===== src/rtl/hdmi_frame_packer.sv =====
// Packs a vs/de RGB565 pixel stream into 128-bit words with DDR3 byte addresses,
// buffers them in a first-word-fall-through FIFO and rotates NUM_FRAMES frame buffers.
`timescale 1ns/1ps
module hdmi_frame_packer #(
  parameter int                ADDR_W       = 28,
  parameter logic [ADDR_W-1:0] FRAME_STRIDE = 28'h0400000,
  parameter int                NUM_FRAMES   = 3,
  parameter int                FIFO_DEPTH   = 16
) (
  input  logic                          pix_clk,
  input  logic                          rst,
  input  logic                          vs_in,
  input  logic                          de_in,
  input  logic [15:0]                   rgb565_in,
  input  logic [15:0]                   width_in,
  input  logic [15:0]                   height_in,
  output logic [127:0]                  wr_data,
  output logic [ADDR_W-1:0]             wr_addr,
  output logic                          wr_valid,
  input  logic                          wr_ready,
  output logic [1:0]                    wr_frame_idx,
  output logic [1:0]                    rd_frame_idx,
  output logic                          frame_done,
  output logic                          overflow,
  output logic [$clog2(FIFO_DEPTH):0]   fifo_level
);

  localparam int AW = $clog2(FIFO_DEPTH);

  typedef enum logic [1:0] {S_IDLE, S_FLUSH, S_CLOSE} state_t;

  function automatic logic [1:0] next_idx(input logic [1:0] idx);
    return (idx == 2'(NUM_FRAMES - 1)) ? 2'd0 : idx + 2'd1;
  endfunction

  state_t              r_state, w_state_nxt;
  logic                r_vs_d;
  logic [2:0]          r_slot, w_slot_eff;
  logic [127:0]        r_pack, w_pack_nxt, r_flush_data, w_push_data;
  logic                r_pend, r_flush_vld, r_empty, r_partial, r_bad, r_ovf, r_done;
  logic [19:0]         r_word_cnt;
  logic [1:0]          r_wr_idx, r_rd_idx;
  logic [127:0]        r_mem_d [FIFO_DEPTH];
  logic [ADDR_W-1:0]   r_mem_a [FIFO_DEPTH];
  logic [AW-1:0]       r_wptr, r_rptr;
  logic [AW:0]         r_cnt;
  logic                r_wr_valid;
  logic [127:0]        r_wr_data;
  logic [ADDR_W-1:0]   r_wr_addr;

  logic                w_fs, w_start, w_flush_push, w_close, w_done, w_complete;
  logic                w_push, w_full, w_empty, w_pop, w_wr, w_drop;
  logic [ADDR_W-1:0]   w_base, w_push_addr;
  logic [31:0]         w_area, w_target;

  assign w_fs        = vs_in & ~r_vs_d;
  assign w_base      = ADDR_W'(r_wr_idx) * FRAME_STRIDE;
  assign w_push_addr = w_base + ADDR_W'({r_word_cnt, 4'b0000});
  assign w_area      = {16'd0, width_in} * {16'd0, height_in};
  assign w_target    = w_area >> 3;
  // A frame that ended mid-word is short of the expected pixel count.
  assign w_complete  = !r_empty && !r_bad && !r_partial && ({12'd0, r_word_cnt} == w_target);

  always_ff @(posedge pix_clk or posedge rst) begin
    if (rst) r_state <= S_IDLE;
    else     r_state <= w_state_nxt;
  end

  always_comb begin
    w_state_nxt = r_state;
    case (r_state)
      S_IDLE:  if (w_fs) w_state_nxt = S_FLUSH;
      S_FLUSH: w_state_nxt = S_CLOSE;
      S_CLOSE: w_state_nxt = S_IDLE;
      default: w_state_nxt = S_IDLE;
    endcase
  end

  always_comb begin
    w_start      = (r_state == S_IDLE) && w_fs;
    w_flush_push = (r_state == S_FLUSH) && r_flush_vld;
    w_close      = (r_state == S_CLOSE);
    w_done       = w_close && !r_empty;
  end

  // New-frame pixels start at slot 0 from the frame-start cycle onward.
  always_comb begin
    w_slot_eff = w_start ? 3'd0 : r_slot;
    w_pack_nxt = (w_start || r_pend) ? '0 : r_pack;
    if (de_in) w_pack_nxt[16*w_slot_eff +: 16] = rgb565_in;
  end

  assign w_push      = r_pend | w_flush_push;
  assign w_push_data = w_flush_push ? r_flush_data : r_pack;
  assign w_full      = (r_cnt == (AW+1)'(FIFO_DEPTH));
  assign w_empty     = (r_cnt == '0);
  assign w_pop       = !w_empty && (!r_wr_valid || wr_ready);
  assign w_wr        = w_push && (!w_full || w_pop);
  assign w_drop      = w_push && w_full && !w_pop;

  always_ff @(posedge pix_clk or posedge rst) begin
    if (rst) begin
      r_vs_d      <= 1'b0;
      r_slot      <= 3'd0;
      r_pack      <= '0;
      r_pend      <= 1'b0;
      r_flush_vld <= 1'b0;
      r_empty     <= 1'b1;
      r_partial   <= 1'b0;
      r_word_cnt  <= 20'd0;
      r_bad       <= 1'b0;
      r_ovf       <= 1'b0;
      r_done      <= 1'b0;
      r_wr_idx    <= 2'd0;
      r_rd_idx    <= 2'(NUM_FRAMES - 1);
      r_wptr      <= '0;
      r_rptr      <= '0;
      r_cnt       <= '0;
      r_wr_valid  <= 1'b0;
      r_wr_data   <= '0;
      r_wr_addr   <= '0;
    end else begin
      // stage p0: edge detect and packing
      r_vs_d <= vs_in;
      r_pack <= w_pack_nxt;
      r_pend <= de_in && (w_slot_eff == 3'd7);
      if (de_in)        r_slot <= w_slot_eff + 3'd1;
      else if (w_start) r_slot <= 3'd0;
      if (w_start) begin
        r_flush_vld <= (r_slot != 3'd0);
        r_partial   <= (r_slot != 3'd0);
        r_empty     <= (r_word_cnt == 20'd0) && (r_slot == 3'd0) && !r_pend;
      end
      // stage p1: push into the FIFO and frame bookkeeping
      if (w_close)     r_word_cnt <= 20'd0;
      else if (w_push) r_word_cnt <= r_word_cnt + 20'd1;
      if (w_close)     r_bad <= 1'b0;
      else if (w_drop) r_bad <= 1'b1;
      if (w_drop)      r_ovf <= 1'b1;
      r_done <= w_done;
      if (w_close && w_complete) begin
        r_rd_idx <= r_wr_idx;
        r_wr_idx <= next_idx(r_wr_idx);
      end
      if (w_wr)  r_wptr <= r_wptr + AW'(1);
      if (w_pop) r_rptr <= r_rptr + AW'(1);
      if (w_wr && !w_pop)      r_cnt <= r_cnt + (AW+1)'(1);
      else if (!w_wr && w_pop) r_cnt <= r_cnt - (AW+1)'(1);
      // stage p2: output register, held while stalled
      if (!r_wr_valid || wr_ready) begin
        r_wr_valid <= !w_empty;
        if (!w_empty) begin
          r_wr_data <= r_mem_d[r_rptr];
          r_wr_addr <= r_mem_a[r_rptr];
        end
      end
    end
  end

  always_ff @(posedge pix_clk) begin
    if (w_start) r_flush_data <= r_pack;
    if (w_wr) begin
      r_mem_d[r_wptr] <= w_push_data;
      r_mem_a[r_wptr] <= w_push_addr;
    end
  end

  assign wr_data      = r_wr_data;
  assign wr_addr      = r_wr_addr;
  assign wr_valid     = r_wr_valid;
  assign wr_frame_idx = r_wr_idx;
  assign rd_frame_idx = r_rd_idx;
  assign frame_done   = r_done;
  assign overflow     = r_ovf;
  assign fifo_level   = r_cnt;

endmodule

===== config.mk =====
export PLATFORM = sky130hd
export DESIGN_NAME = hdmi_frame_packer
export DESIGN_NICKNAME = d
export VERILOG_FILES = /design/src/rtl/hdmi_frame_packer.sv
export SDC_FILE = /design/constraint.sdc
export NUM_CORES = 2
export LEC_CHECK = 0
export CAP_MARGIN = 20
export CORE_AREA = 2 2 675 476
export DETAILED_ROUTE_END_ITERATION = 7
export DIE_AREA = 0 0 677 478
export HOLD_SLACK_MARGIN = 0.12
export SYNTH_ARGS = -nofsm -noshare
export SYNTH_HDL_FRONTEND = slang
export SYNTH_SLANG_ARGS = --single-unit

===== constraint.sdc =====
create_clock -name pix_clk -period 13.3 [get_ports pix_clk]
set_clock_uncertainty 0.05 [all_clocks]
set_input_delay 1.33 -clock pix_clk [delete_from_list [all_inputs] [get_ports pix_clk]]
set_output_delay 1.33 -clock pix_clk [all_outputs]
set_load 0.01 [all_outputs]

==> report_table.html <==
<table>
<tr><th>Metric</th><th>Value</th></tr>
<tr><th colspan="2">CTS</th></tr>
<tr><td>Clock tree from TritonCTS</td><td>done</td></tr>
<tr><td>Total of cells resized after clock tree synthesis</td><td>0</td></tr>
<tr><td>Root Buffer</td><td>clkbuf_16</td></tr>
<tr><td>Sinks on Clock Net</td><td>2839</td></tr>
<tr><td>Clock transition at the registers of the reported paths</td><td>0.06 ns</td></tr>
<tr><td>Post-CTS setup buffer count</td><td>0</td></tr>
<tr><td>Total CTS buffers</td><td>294</td></tr>
<tr><td>Max clock buf depth</td><td>4</td></tr>
<tr><td>CTS H-tree depth</td><td>5</td></tr>
<tr><td>Number of hold-repair buffers added at the cts stage</td><td>0</td></tr>
<tr><td>Source-to-sink clock delay at the later pin of the worst-skew pair</td><td>0.86 ns</td></tr>
<tr><th colspan="2">Floorplan</th></tr>
<tr><td>Standard cell core area</td><td>318000 µm²</td></tr>
<tr><td>Width of the die</td><td>677 µm</td></tr>
<tr><td>Initial Utilization</td><td>36.7%</td></tr>
<tr><td>Number of top-level pins</td><td>221</td></tr>
<tr><td>Floorplan row count</td><td>174</td></tr>
<tr><td>Height of the chip</td><td>478 µm</td></tr>
<tr><td>Area of the die</td><td>324000 µm²</td></tr>
<tr><th colspan="2">Setup path</th></tr>
<tr><td>Crit path capture type</td><td>flop</td></tr>
<tr><td>Reg-to-reg startpoint</td><td>r_state[0]</td></tr>
<tr><td>Worst EP arrival</td><td>8.53 ns</td></tr>
<tr><td>Worst reg2reg path depth</td><td>9</td></tr>
<tr><td>Highest fanout seen on the critical path</td><td>16</td></tr>
<tr><td>Critical path data required time</td><td>13.97 ns</td></tr>
<tr><td>Critical path start-end classification</td><td>primary input to flop</td></tr>
<tr><td>Category of the worst setup path launch point</td><td>primary input</td></tr>
<tr><td>Origin of the worst setup path</td><td>width_in[7]</td></tr>
<tr><th colspan="2">Synthesis</th></tr>
<tr><td>Sequential cell area fraction in the yosys report</td><td>71.5%</td></tr>
<tr><td>Dominant cell by count in the synthesized netlist</td><td>edfxtp_1</td></tr>
<tr><td>Multiplexer fraction of the synthesized cell area</td><td>15.3%</td></tr>
<tr><td>Area of the mapped netlist</td><td>117000 µm²</td></tr>
<tr><td>Post-synth EDFFs</td><td>2512</td></tr>
<tr><td>Synthesized-area fraction occupied by ao, oa, aoi and oai cells</td><td>2.90%</td></tr>
<tr><td>Mean area per synthesized cell</td><td>19.0 µm²</td></tr>
<tr><td>Post-synth top cells</td><td>edfxtp_1, mux4_2, nand2_1</td></tr>
<tr><td>Adder-cell share of the synthesized area</td><td>4.62%</td></tr>
<tr><td>Number of warnings issued by yosys</td><td>0</td></tr>
<tr><td>Simple-Gate Fraction of Synth Area</td><td>3.39%</td></tr>
<tr><td>Cells taking the most area after synthesis</td><td>edfxtp_1, mux4_2, dfrtp_1, fa_1, mux2_2</td></tr>
<tr><td>Flops &amp; latches, synth</td><td>2839</td></tr>
<tr><td>Share of the synthesized area in the top cell type</td><td>64.5%</td></tr>
<tr><td>Post-synthesis instance total</td><td>6137</td></tr>
<tr><td>Distinct cell type count of the synthesized netlist</td><td>74</td></tr>
<tr><td>Fraction of registers with async set or reset after synthesis</td><td>11.5%</td></tr>
<tr><td>Dominant combinational cell family by area after synthesis</td><td>multiplexers</td></tr>
<tr><td>Most used flip-flop cell after synthesis</td><td>edfxtp_1</td></tr>
<tr><td>Post-synthesis share of cell area spent on xor and xnor gates</td><td>0.427%</td></tr>
<tr><td>Largest area contributor in the netlist</td><td>edfxtp_1</td></tr>
<tr><th colspan="2">Detailed routing</th></tr>
<tr><td>Pre-Repair DR Iteration Count</td><td>7</td></tr>
<tr><td>Detailed router's first-iteration violation count</td><td>6265</td></tr>
<tr><td>DR vias</td><td>59500</td></tr>
<tr><td>Wire length after detailed routing</td><td>305000 µm</td></tr>
<tr><td>ANT nets after route</td><td>0</td></tr>
<tr><td>Via-to-Cell Ratio</td><td>5.46</td></tr>
<tr><td>DRC</td><td>0</td></tr>
<tr><td>Wirelength per Cell</td><td>28.0 µm</td></tr>
<tr><th colspan="2">Power and ir drop</th></tr>
<tr><td>Leakage</td><td>45.3 nW</td></tr>
<tr><td>Cell Pwr Density</td><td>228 nW/µm²</td></tr>
<tr><td>Proportion of power drawn by flip-flops and latches</td><td>37.3%</td></tr>
<tr><td>Switching part of the total</td><td>33.8%</td></tr>
<tr><td>VDD IR max</td><td>0.253 mV</td></tr>
<tr><td>Power share of the clock group</td><td>26.8%</td></tr>
<tr><td>Internal power of the cells</td><td>0.0202 W</td></tr>
<tr><td>Net switching component of the power</td><td>0.0103 W</td></tr>
<tr><td>Power after layout</td><td>0.0306 W</td></tr>
<tr><td>Part of the power in combinational logic</td><td>35.9%</td></tr>
<tr><th colspan="2">Timing</th></tr>
<tr><td>Final setup violation count</td><td>0</td></tr>
<tr><td>RSZ-0062 raised after global routing</td><td>no</td></tr>
<tr><td>Highest clock rate</td><td>127 MHz</td></tr>
<tr><td>Fin Setup TNS</td><td>0 ns</td></tr>
<tr><td>Number of max-slew violations in the final report</td><td>0</td></tr>
<tr><td>Shortest period the worst path allows</td><td>7.86 ns</td></tr>
<tr><td>Final count of hold timing violations</td><td>0</td></tr>
<tr><td>Least-Margin Pin Slew</td><td>1.21 ns</td></tr>
<tr><td>Worst hold margin</td><td>0.419 ns</td></tr>
<tr><td>Relative slew margins</td><td>18.5%</td></tr>
<tr><td>Final Cycle Share</td><td>59.1%</td></tr>
<tr><th colspan="2">Place</th></tr>
<tr><td>Final weighted congestion in routability-driven placement</td><td>0.833</td></tr>
<tr><td>Number of port buffers</td><td>213</td></tr>
<tr><td>Total half-perimeter wirelength after legalization and detailed placement</td><td>165000 µm</td></tr>
<tr><th colspan="2">Final layout</th></tr>
<tr><td>Utilization after layout</td><td>42.1%</td></tr>
<tr><td>Final nets</td><td>6797</td></tr>
<tr><td>Signed area change from the synthesized netlist to the final layout</td><td>14.5%</td></tr>
<tr><td>Proportion of layout cells with a drive suffix above 1</td><td>22.0%</td></tr>
<tr><th colspan="2">Global routing</th></tr>
<tr><td>Via count of the first global-routing pass</td><td>60900</td></tr>
<tr><td>First-pass GRT wire length</td><td>439000 µm</td></tr>
<tr><td>Number of antenna violations at the first check in global routing</td><td>17</td></tr>
<tr><td>Global-route usage over all layers</td><td>18.5%</td></tr>
<tr><td>Pin count of the biggest net entering global routing</td><td>144</td></tr>
<tr><td>Remaining global-route overflow</td><td>0</td></tr>
<tr><th colspan="2">Min path</th></tr>
<tr><td>Beginning of the worst hold path</td><td>r_pack[4]</td></tr>
<tr><td>Count of cells along the worst hold path</td><td>0</td></tr>
<tr><td>Min-delay worst type</td><td>flop to flop</td></tr>
<tr><th colspan="2">Run status</th></tr>
<tr><td>Result of the run</td><td>complete, no violations</td></tr>
<tr><th colspan="2">Run</th></tr>
<tr><td>Max-cap violation count</td><td>0</td></tr>
</table>
[cells in the final DEF (no fill, tap or decap), types with 133 or more instances in the layout]
cell,n
edfxtp_1,2512
mux4_2,615
nand2_1,532
dfrtp_1,321
clkbuf_16,301
o21ai_0,240
mux2_2,226
clkdlybuf4s50_1,209
inv_1,198
fa_1,196
mux2i_1,147
o221ai_1,133
[path summary, 6_finish.rpt]
path	slack, ns	to
worst max register to register	7.78	r_mem_d[14][100]
worst min-delay path	0.42	r_flush_data[4]
max in group asynchronous	10.07	wr_data[111]
min in group asynchronous	0.93	wr_data[62]
worst min register to register	0.42	r_flush_data[4]
worst max-delay path	5.44	wr_frame_idx[0]
[final cells by class]
class | instances | area [µm²]
tap | 4224 | 5290
antenna | 5 | 12.5
multi-input combinational | 2760 | 31400
clock inverter | 120 | 1210
fill | 27600 | 184000
clock buffer | 414 | 8400
sequential | 2839 | 83600
timing repair buffer | 333 | 3190
inverter | 202 | 778
[kinds of logic (layout without fill, tap and decap cells)]
| logic type | count (synthesis) | in the layout |
|---|---|---|
| multiplexers | 992 | 992 |
| buffers and inverters | 544 | 1069 |
| AND/OR/NAND/NOR | 886 | 886 |
| other | 1 | 12 |
| XOR/XNOR | 57 | 57 |
| adder cells (fa/ha/maj) | 314 | 314 |
| AO/OA/AOI/OAI | 504 | 504 |
| flip-flops | 2839 | 2839 |
[critical path, stage by stage]
cell and delay [ns]:
clkdlybuf4s50_1 1.01, nand2_1 0.17, fa_1 0.56, fa_1 0.44, fa_1 0.54, fa_1 0.57
fa_1 0.43, fa_1 0.50, inv_1 0.05, ha_1 0.48, nand2_1 0.19, o211ai_1 0.42
o211ai_2 0.20, a211o_1 0.32, a2111oi_2 0.23, nand4_1 0.21, a2111oi_4 0.50, mux2_1 0.37
[power by group through the flow]
stage,sequential [W],combinational (W),clock (W)
3_3_place_gp,0.0116,0.0110,0
5_1_grt,0.0115,0.0120,0.00870
2_1_floorplan,0.0114,0.00757,0
6_report,0.0114,0.0110,0.00820
4_1_cts,0.0114,0.0111,0.00835
3_5_place_dp,0.0116,0.0110,0
[flip-flops by register name, indices dropped and copies added, names as in the netlist, 3 cells and up]
| register | count |
|---|---|
| fifo_level | 5 |
| wr_addr | 21 |
| r_wptr | 4 |
| r_slot | 3 |
| r_word_cnt | 20 |
| r_mem_d | 2048 |
| r_rptr | 4 |
| r_flush_data | 128 |
| wr_data | 128 |
| r_pack | 128 |
| r_mem_a | 336 |
[stage by stage]
stage          cell area [µm²]  setup slack (ns)  instances
6_report                134000              5.44      10900
5_1_grt                 134000              5.13      10900
4_1_cts                 134000              5.54      10900
3_5_place_dp            124000              4.62      10400
3_3_place_gp            124000              4.75      10400
2_1_floorplan           117000             0.244       6143
[layer usage]
metal	vias to the layer above	routed length, µm	track usage, %
li1	24800	-	-
met2	2209	144000	29.7
met5	-	39	0
met3	463	22700	3.77
met1	32000	130000	25.9
met4	6	7970	4.89
Note: power is estimated with default switching activity, not from simulation.
